<file path="src/rtl/multimode_ff_bank.sv">
// multimode_ff_bank: WIDTH-bit flip-flop bank with run-time SR/JK/D/T mode,
// build-time resolution of S=R=1, per-bit illegal flags, a sticky error and
// a saturating illegal-event counter.
module multimode_ff_bank #(
  parameter int unsigned         WIDTH     = 4,
  parameter logic [WIDTH-1:0]    RESET_VAL = '0,
  parameter int                  SR_POLICY = 0,
  parameter int unsigned         CNT_W     = 8
) (
  input  logic             clk,
  input  logic             reset,
  input  logic             en,
  input  logic [1:0]       mode,
  input  logic [WIDTH-1:0] a,
  input  logic [WIDTH-1:0] b,
  input  logic             clr_err,
  output logic [WIDTH-1:0] q,
  output logic [WIDTH-1:0] q_bar,
  output logic [WIDTH-1:0] illegal_mask,
  output logic             err_sticky,
  output logic [CNT_W-1:0] err_count
);

  typedef enum logic [1:0] {
    MODE_SR = 2'b00,
    MODE_JK = 2'b01,
    MODE_D  = 2'b10,
    MODE_T  = 2'b11
  } ff_mode_e;

  // Reject unsupported S=R=1 policies when the bank is elaborated.
  generate
    if (SR_POLICY < 0 || SR_POLICY > 3) begin : g_bad_policy
      $error("multimode_ff_bank: SR_POLICY must be 0..3");
    end
  endgenerate

  ff_mode_e         cur_mode;
  logic [WIDTH-1:0] q_next;
  logic [WIDTH-1:0] illegal_next;
  logic             event_hit;
  logic [CNT_W-1:0] count_base;
  logic [CNT_W-1:0] count_next;

  assign cur_mode = ff_mode_e'(mode);
  assign q_bar    = ~q;

  // Per-bit next state for the selected mode, plus illegal S=R=1 detection.
  always_comb begin
    q_next       = q;
    illegal_next = '0;
    if (en) begin
      for (int unsigned i = 0; i < WIDTH; i++) begin
        unique case (cur_mode)
          MODE_SR: begin
            unique case ({a[i], b[i]})
              2'b00: q_next[i] = q[i];
              2'b10: q_next[i] = 1'b1;
              2'b01: q_next[i] = 1'b0;
              default: begin
                illegal_next[i] = 1'b1;
                case (SR_POLICY)
                  1:       q_next[i] = 1'b0;
                  2:       q_next[i] = 1'b1;
                  3:       q_next[i] = ~q[i];
                  default: q_next[i] = q[i];
                endcase
              end
            endcase
          end
          MODE_JK: begin
            unique case ({a[i], b[i]})
              2'b00:   q_next[i] = q[i];
              2'b10:   q_next[i] = 1'b1;
              2'b01:   q_next[i] = 1'b0;
              default: q_next[i] = ~q[i];
            endcase
          end
          MODE_D:  q_next[i] = a[i];
          default: q_next[i] = a[i] ? ~q[i] : q[i];
        endcase
      end
    end
  end

  // Clear is applied before the event is counted, so clear+event yields 1.
  always_comb begin
    event_hit  = |illegal_next;
    count_base = clr_err ? '0 : err_count;
    count_next = count_base;
    if (event_hit && (count_base != '1)) begin
      count_next = count_base + 1'b1;
    end
  end

  // State and status registers with synchronous active-low reset.
  always_ff @(posedge clk) begin
    if (!reset) begin
      q            <= RESET_VAL;
      illegal_mask <= '0;
      err_sticky   <= 1'b0;
      err_count    <= '0;
    end else begin
      q            <= q_next;
      illegal_mask <= illegal_next;
      if (event_hit) begin
        err_sticky <= 1'b1;
      end else if (clr_err) begin
        err_sticky <= 1'b0;
      end
      err_count <= count_next;
    end
  end

endmodule

</file>
<file path="config.mk">
export PLATFORM = sky130hd
export DESIGN_NAME = multimode_ff_bank
export DESIGN_NICKNAME = d
export VERILOG_FILES = /design/src/rtl/multimode_ff_bank.sv
export SDC_FILE = /design/constraint.sdc
export NUM_CORES = 1
export LEC_CHECK = 0
export CORE_ASPECT_RATIO = 0.8
export CORE_UTILIZATION = 30
export CTS_CLUSTER_DIAMETER = 60
export DETAILED_ROUTE_END_ITERATION = 12
export GPL_ROUTABILITY_DRIVEN = 0
export PLACE_DENSITY = 0.58
export SLEW_MARGIN = 20
export SYNTH_ARGS = -nofsm -noshare
export SYNTH_HDL_FRONTEND = slang
export SYNTH_SLANG_ARGS = --single-unit
</file>
<file path="constraint.sdc">
create_clock -name clk -period 2.8 [get_ports clk]
set_clock_uncertainty 0.1 [all_clocks]
set_input_delay 0.7 -clock clk [delete_from_list [all_inputs] [get_ports clk]]
set_output_delay 0.7 -clock clk [all_outputs]
set_load 0.005 [all_outputs]
</file>
# ---- Word-level counts from Yosys, hierarchy flattened
# Cells that the tools add are included.
dict set report word_totals {
  input_bits 14
  register_bits 17
  word_cells 81
}
dict set report classes {
  eq_ne 19
  n_bitwise 5
  mux 29
  reduce_logical 20
  n_addsub 1
}
# operator n
set ops {}
lappend ops {{$pmux 1 s3} 8}
lappend ops {{$mux 8} 2}
lappend ops {{$reduce_and 4->1} 4}
lappend ops {{$reduce_bool 4->1} 4}
lappend ops {{$mux 1} 14}
lappend ops {{$reduce_or 3->1} 4}
lappend ops {{$eq 2x1->1 const B} 5}
lappend ops {{$eq 2x2->1 const B} 5}
lappend ops {{$logic_not 2->1} 5}
lappend ops {{$ne 3x1->1 const B} 3}
lappend ops {{$add 8x1->8 const B} 1}
lappend ops {{$ne 2x2->1 const B} 4}
lappend ops {{$ne 8x8->1 const B} 1}
lappend ops {{$pmux 1 s2} 4}
lappend ops {{$mux 4} 1}
lappend ops {{$not 1->1} 4}
lappend ops {{$not 4->4} 1}
lappend ops {{$reduce_or 4->1} 1}
lappend ops {{$ne 3x3->1 const B} 1}
lappend ops {{$reduce_bool 2->1} 1}
lappend ops {{$logic_and 1x1->1} 1}

# ---- Longest topological paths before layout
# Gate-level depths: netlist of run 1.
dict set report depth {
  ltp_word 8
  ltp_mapped 8
}

# ---- Worst setup path before layout of run 1
# Ideal clock, no wire load.
dict set report synth_path {
  kind {in2reg}
  from {input clr_err}
  to {register err_count[4]}
  path_slack_ns 0.587
  setup_ns 0.072
  required_time_ns 2.628
  stages 8
  t_arrival_ns 2.041
  path_cell_list {clkbuf_1 > nor2b_1 > ha_1 > nand2_1 > nor3_1 > buf_2 > nor4b_1 > mux2i_1}
}
dict set report synth_between {
  elab_chain_len 4
  word_cells_on_any_way 5
  cone_classes {1 x add/sub; 1 x eq/ne; 2 x mux; 1 x reduce/logical}
}
# item line
set synth_rtl {}
lappend synth_rtl {{start: declaration} 16} ;# input logic clr_err,
lappend synth_rtl {{$mux 8 *} 89} ;# count_base = clr_err ? '0 : err_count;
lappend synth_rtl {{parallel branches: the longest is 2 deep, another holds $add 8x1->8} -}
lappend synth_rtl {{$mux 8 *} 91} ;# if (event_hit && (count_base != '1)) begin
lappend synth_rtl {{end signal: assignment} 111} ;# err_count <= count_next;
lappend synth_rtl {{end: declaration} 21} ;# output logic [CNT_W-1:0] err_count
# Every way passes the cells marked *.
# A chain may end at the register's enable or synchronous reset.

# ---- Worst setup path in the final report of run 1
dict set report layout_path {
  from {input a[3]}
  to {register err_count[6]}
}
dict set report layout_between {
  elab_chain_len 8
  word_cells_on_any_way 10
  cone_classes {2 x eq/ne; 4 x mux; 4 x reduce/logical}
}
# item line
set layout_rtl {}
lappend layout_rtl {{start: declaration} 14} ;# input logic [WIDTH-1:0] a,
lappend layout_rtl {{$eq 2x1->1 (tied with other cells)} 56} ;# unique case ({a[i], b[i]})
lappend layout_rtl {{$reduce_or 3->1 (no line) *} -}
lappend layout_rtl {{$mux 1 *} 56}
lappend layout_rtl {{$mux 1 *} 54} ;# unique case (cur_mode)
lappend layout_rtl {{$mux 4 *} 52} ;# if (en) begin
lappend layout_rtl {{$reduce_or 4->1 *} 88} ;# event_hit = |illegal_next;
lappend layout_rtl {{$logic_and 1x1->1 *} 91}
lappend layout_rtl {{$mux 8 *} 91}
# Mark *: on every way between the ends. The rest lies on a longest branch, timed or not.

==> impl_metrics.tcl, run 1 <==
set metrics [dict create \
    status "finished, final reports clean" \
    r2r_cells 7 \
    fp-row-count 21 \
    ys_seq_area_frac 0.2595 \
    grt_usage 0.1358 \
    hpwl_um 2288 \
    cp.buffers_inverters 1 \
    nets 232 \
    fp.dieW_um 75.92 \
    final_core_util 0.4319 \
    sw_frac_of_total 0.2633 \
    grt_pass1_wl_um 4981 \
    wl_per_cell_um 11.50 \
    routed_wl_um 2956 \
    critPathLaunchType "input port" \
    p_clk_frac 0.316 \
    synth_cell_types 38 \
    synth_edf_count 0 \
    cts_max_level 1 \
    synthTopCellsByArea "dfxtp_1, ha_1, inv_1" \
    grt_pass1_vias 1121 \
    comb_power_share 0.242 \
    core_area_sq_um 4178 \
    cts-buffers-inserted 3 \
    synth_top_area_frac 0.2595 \
    ctsRootBufferMaster "clkbuf_8" \
    synth_ff_type "dfxtp_1" \
    path_cells "clkdlybuf4s50_1 > ha_1 > or4_1 > nand3_4 > or4_1 > o311a_1" \
    clk_latency_ns 0.25 \
    ys_seq_elements 17 \
    synth_warnings 0 \
    cpLargestDelayFamily "simple AND/OR/NAND/NOR gates" \
    finalPower_mw 0.5775 \
    tightest_slew_ns 0.3610 \
    hold_buffers 0 \
    design.die.area_sq_um 4641 \
    vdd_drop_max_uv 143.9 \
    place_area_sq_um 1759 \
    endpoint_kind "flop" \
    cts_sinks 17 \
    r2r_end "err_count[3]$_SDFF_PN0_" \
    start_util 0.3139 \
    cts_tree "built" \
    drive_gt1_frac 0.07500 \
    fin_crit_sh 0.8728 \
    critical_path.most_common_cell "or4_1" \
    synth.avg_cell_area_sq_um 8.144 \
    fmax_mhz 409.2 \
    cts_resized 0 \
    power.density_nw_per_um2 320.1 \
    io_pins 35 \
    p_sw_mw 0.1520 \
    drt_iter0_drc 63 \
    syn-num-nets 192 \
    gr-total-overflow 0 \
    drtAntennaViolNets 0 \
    path_clk_slew_ns 0.07 \
    min_period_ns 2.444 \
    cp.arrival_ns 2.48 \
    antenna_found_initial 0 \
    rsz0062_at_grt "false" \
    slowest_stage "clkdlybuf4s50_1" \
    port_buffers 34 \
    first_pass_iters 4 \
    internal_power_mw 0.4254 \
    leakage_nw 0.7313 \
    yosysTopAreaCell "dfxtp_1" \
    post_cts_buffers 0 \
    fin_area_sq_um 1804 \
    slowest_delay_ns 0.53 \
    syn_to_final_growth_pct 37.60 \
    setup_viol 0 \
    die_h_um 61.13 \
    grt_max_degree 20 \
    num_vias 1229 \
    hold_path.class "flop to flop" \
    netlist_area_sq_um 1311 \
    final_hold_viol_count 0 \
    crit_end "err_count[6]$_SDFF_PN0_" \
    viasPerCell 4.782 \
    r2r_start "err_count[1]$_SDFF_PN0_" \
    async_reset_ff_frac 0 \
    drv_cap 0 \
    drcViolationCount 0 \
    num_antenna_cells 0 \
    rrSetupSlack_ns 0.94 \
    netlist_instances 161 \
    slew_headroom 0.7571 \
    clock_path_buffers 2 \
    pwr-share-seq 0.442 \
    num-fill-cells 426 \
    crit_cells 6 \
    crit_type "input port to flop" \
    startpoint "a[3]" \
    tns_ns 0 \
    required_ns 2.84 \
    drv_slew 0 \
    crit_path_max_fanout 4 \
]
-- sequential cells by signal (all words and copies together) (netlist names) --
register and flops:
q 4, err_sticky 1, illegal_mask 4, err_count 8
-- area by class of cell --
cell class              count  area (sq um)  share of cell area
inverters                  23         86.33             0.04785
flip-flops and latches     17         340.3              0.1886
well taps                  57         71.32             0.03953
multi-input cells         113         840.8              0.4660
clock buffers               4         45.04             0.02497
repair buffers             43         420.4              0.2330
-- cells by family (layout without fill, tap and decap cells) --
| group | after synthesis | after routing | share of synthesized area |
|---|---|---|---|
| multiplexers | 3 | 3 | 0.02290 |
| adder cells (fa/ha/maj) | 17 | 17 | 0.1622 |
| flip-flops | 17 | 17 | 0.2595 |
| AO/OA/AOI/OAI | 37 | 37 | 0.1966 |
| buffers and inverters | 31 | 70 | 0.09923 |
| AND/OR/NAND/NOR | 56 | 56 | 0.2595 |
-- cells in the final DEF (no fill, tap or decap), types with 3 or more instances in the layout --
cell,synthesis,final
or4_1,3,3
clkbuf_8,0,3
o311a_1,3,3
nand2_1,11,11
and2_1,4,4
a31oi_1,3,3
a311oi_1,3,3
o311ai_0,4,4
clkdlybuf4s50_1,0,34
a21oi_1,6,6
or3_1,4,4
and3_1,4,4
dfxtp_1,17,17
nor2_1,3,3
nor2b_1,12,12
ha_1,17,17
mux2i_1,3,3
o21ai_0,10,10
buf_4,0,8
inv_1,23,23
-- power groups by stage --
stage          Sequential, mW  Clock, mW  Combinational [mW]
6_report                0.255      0.182               0.140
3_5_place_dp            0.261          0               0.141
3_3_place_gp            0.261          0               0.139
4_1_cts                 0.255      0.189               0.141
5_1_grt                 0.256      0.201               0.158
2_1_floorplan           0.260          0              0.0713
-- worst reg2reg max path, stage by stage (launching register included) --
cell and delay (ns):
dfxtp_1 0.35, nor2b_1 0.16, ha_1 0.23, nand2_1 0.11, nor3_1 0.06, buf_4 0.17, or4_1 0.46, a21oi_1 0.14
-- metrics by stage --
stage / hold WS (ns) / setup slack, ns / cells
after floorplan: 0.3666 / 0.5869 / 161
after global placement: 0.3715 / 0.09426 / 253
after detailed placement: 0.3701 / 0.09046 / 253
after CTS: 0.3842 / 0.3478 / 257
after global routing: 0.4159 / 0.2435 / 257
final: 0.3785 / 0.3563 / 257
-- cell usage after synthesis, types with 2 or more instances --
cell      count
inv_1        23
o311ai_0      4
or3_1         4
dfxtp_1      17
nor4_1        2
clkbuf_1      2
and2_1        4
a21oi_1       6
or4_1         3
buf_2         5
nand3b_1      2
o21ai_0      10
and3_1        4
nor2_1        3
a311oi_1      3
o31ai_1       2
nand2b_1      2
o311a_1       3
nand2_1      11
mux2i_1       3
ha_1         17
nor2b_1      12
a31oi_1       3
nor3_1        2
-- worst min-delay path by stage --
stage                            startpoint                 endpoint  slack (ns)  depth (start not counted)
floorplan           err_sticky$_SDFFE_PN0P_  err_sticky$_SDFFE_PN0P_        0.37                          2
global placement    err_sticky$_SDFFE_PN0P_  err_sticky$_SDFFE_PN0P_        0.37                          2
detailed placement  err_sticky$_SDFFE_PN0P_  err_sticky$_SDFFE_PN0P_        0.37                          2
CTS                 err_sticky$_SDFFE_PN0P_  err_sticky$_SDFFE_PN0P_        0.38                          2
global route        err_sticky$_SDFFE_PN0P_  err_sticky$_SDFFE_PN0P_        0.42                          2
finish              err_sticky$_SDFFE_PN0P_  err_sticky$_SDFFE_PN0P_        0.38                          2
-- metal layers --
| metal | vias to the layer above | track usage | wire length (um) |
|---|---|---|---|
| met5 | - | 0 | 0 |
| met4 | 0 | 0.008242 | 4 |
| met3 | 2 | 0.03704 | 157 |
| met2 | 35 | 0.2455 | 1324 |
| met1 | 549 | 0.1735 | 1470 |
| li1 | 643 | - | - |
(Power assumes the default switching activity.)
==> run 2, diff against run 1 <==
--- a/config.mk
+++ b/config.mk
@@ -11,6 +11,7 @@
 export DETAILED_ROUTE_END_ITERATION = 12
 export GPL_ROUTABILITY_DRIVEN = 0
 export PLACE_DENSITY = 0.58
+export SKIP_LAST_GASP = 1
 export SLEW_MARGIN = 20
 export SYNTH_ARGS = -nofsm -noshare
 export SYNTH_HDL_FRONTEND = slang
==> results of run 2 <==
Final layout, timing and power as in run 1 (identical DEF).
==> run 3, diff against run 2 <==
--- a/config.mk
+++ b/config.mk
@@ -7,10 +7,12 @@
 export LEC_CHECK = 0
 export CORE_ASPECT_RATIO = 0.8
 export CORE_UTILIZATION = 30
+export CTS_BUF_LIST = sky130_fd_sc_hd__clkbuf_4 sky130_fd_sc_hd__clkbuf_8
 export CTS_CLUSTER_DIAMETER = 60
 export DETAILED_ROUTE_END_ITERATION = 12
 export GPL_ROUTABILITY_DRIVEN = 0
 export PLACE_DENSITY = 0.58
+export SETUP_SLACK_MARGIN = 0.5
 export SKIP_LAST_GASP = 1
 export SLEW_MARGIN = 20
 export SYNTH_ARGS = -nofsm -noshare
==> impl_metrics.tcl, run 3 (same netlist as run 1, synthesis figures left out) <==
set metrics [dict create \
    tightest_slew_ns 0.3505 \
    power.density_nw_per_um2 322.2 \
    cts_tree "built" \
    drcViolationCount 0 \
    final_hold_viol_count 0 \
    start_util 0.3139 \
    hpwl_um 2288 \
    dp_slack_ns 0.09046 \
    grt_pass1_vias 1129 \
    grt_usage 0.1368 \
    setup_viol 0 \
    required_ns 2.84 \
    path_clk_slew_ns 0.06 \
    drive_gt1_frac 0.1050 \
    endpoint_kind "flop" \
    status "finished, final reports clean" \
    grt_max_degree 20 \
    ctsRootBufferMaster "clkbuf_8" \
    drtAntennaViolNets 0 \
    fin_crit_sh 0.8016 \
    p_clk_frac 0.327 \
    nets 232 \
    fmax_mhz 445.5 \
    syn_to_final_growth_pct 38.07 \
    comb_power_share 0.235 \
    sw_frac_of_total 0.2597 \
    num-fill-cells 425 \
    drv_slew 0 \
    cts_sinks 17 \
    leakage_nw 0.7413 \
    post_cts_buffers 0 \
    gr-total-overflow 0 \
    rsz0062_at_grt "false" \
    die_h_um 61.13 \
    largest_register_ffs 8 \
    port_buffers 34 \
    cp.arrival_ns 2.28 \
    drt_iter0_drc 72 \
    routed_wl_um 2961 \
    pwr-share-seq 0.438 \
    clk_latency_ns 0.25 \
    seq_area_sq_um 340.3 \
    num_antenna_cells 0 \
    crit_type "input port to flop" \
    drv_cap 0 \
    cts-buffers-inserted 3 \
    grt_pass1_wl_um 5030 \
    timing.hold.ws_ns 0.3776 \
    io_pins 35 \
    design.die.area_sq_um 4641 \
    tns_ns 0 \
    fin_area_sq_um 1810 \
    first_pass_iters 4 \
    clock_path_buffers 2 \
    slowest_stage "or4_1" \
    path_cells "clkdlybuf4s50_1 > nor2_4 > nand3_4 > or4_1 > o311a_1" \
    crit_path_max_fanout 5 \
    reg_top3 "err_count (8), illegal_mask (4), q (4)" \
    finalPower_mw 0.5833 \
    place_area_sq_um 1759 \
    fp.dieW_um 75.92 \
    finalWorstSetupSlack_ns 0.5555 \
    slowest_delay_ns 0.51 \
    wl_per_cell_um 11.52 \
    antenna_found_initial 0 \
    mostFrequentLayoutCells "clkdlybuf4s50_1, inv_1, dfxtp_1, ha_1, nor2b_1" \
    fp-row-count 21 \
    hold_path.class "flop to flop" \
    final_common_cell "clkdlybuf4s50_1" \
    vdd_drop_max_uv 142.9 \
    internal_power_mw 0.4318 \
    critPathLaunchType "input port" \
    num_vias 1224 \
    core_area_sq_um 4178 \
    min_period_ns 2.245 \
    p_sw_mw 0.1515 \
    multiInputGateArea_sq_um 854.6 \
    slew_headroom 0.7642 \
    viasPerCell 4.763 \
    cts_max_level 1 \
    top_register "err_count" \
]
[run 3: critical path, delay by kind of cell]
kind,cells,cell delay (ns)
buf+inv,1,0.46
simple gates,3,0.84
compound gates,1,0.29
[run 3: path summary, 6_finish.rpt]
path                                start                       to  slack [ns]  depth (start not counted)
setup reg to reg  err_count[1]$_SDFF_PN0_  err_count[3]$_SDFF_PN0_        0.95                          7
hold reg to reg   err_sticky$_SDFFE_PN0P_  err_sticky$_SDFFE_PN0P_        0.38                          2
hold / removal    err_sticky$_SDFFE_PN0P_  err_sticky$_SDFFE_PN0P_        0.38                          2
setup / recovery                  mode[1]  err_count[6]$_SDFF_PN0_        0.56                          5
[run 3: final cells by class]
| cell class | count | area share |
|---|---|---|
| multi-input cells | 113 | 0.4720 |
| repair buffers | 43 | 0.2260 |
| flip-flops and latches | 17 | 0.1880 |
| inverters | 23 | 0.04768 |
| well taps | 57 | 0.03939 |
| clock buffers | 4 | 0.02695 |
[run 3: layer usage]
metal  vias up  GRT usage  routed length, um
met5         -          0                  0
met4         0   0.008242                  4
met3         2    0.03704                167
met2        33     0.2455               1325
met1       546     0.1762               1464
li1        643          -                  -
[run 3: timing repair]
item | CTS | global route
resized for setup | 14 | 0
pin swaps | 0 | 1
endpoints found under the setup margin | 8 | 2
hold buffers | 0 | 0
[run 3: stage by stage]
step           utilization  cells
2_1_floorplan            -    161
5_1_grt             0.4334    257
4_1_cts             0.4334    257
3_5_place_dp        0.4211    253
3_3_place_gp        0.4211    253
6_report            0.4334    257
[run 3: power groups by stage]
stage / sequential, mW / combinational, mW / clock, mW
detailed placement: 0.261 / 0.141 / 0
CTS: 0.255 / 0.138 / 0.198
finish: 0.255 / 0.137 / 0.191
global placement: 0.261 / 0.139 / 0
floorplan: 0.260 / 0.0713 / 0
global route: 0.256 / 0.155 / 0.210
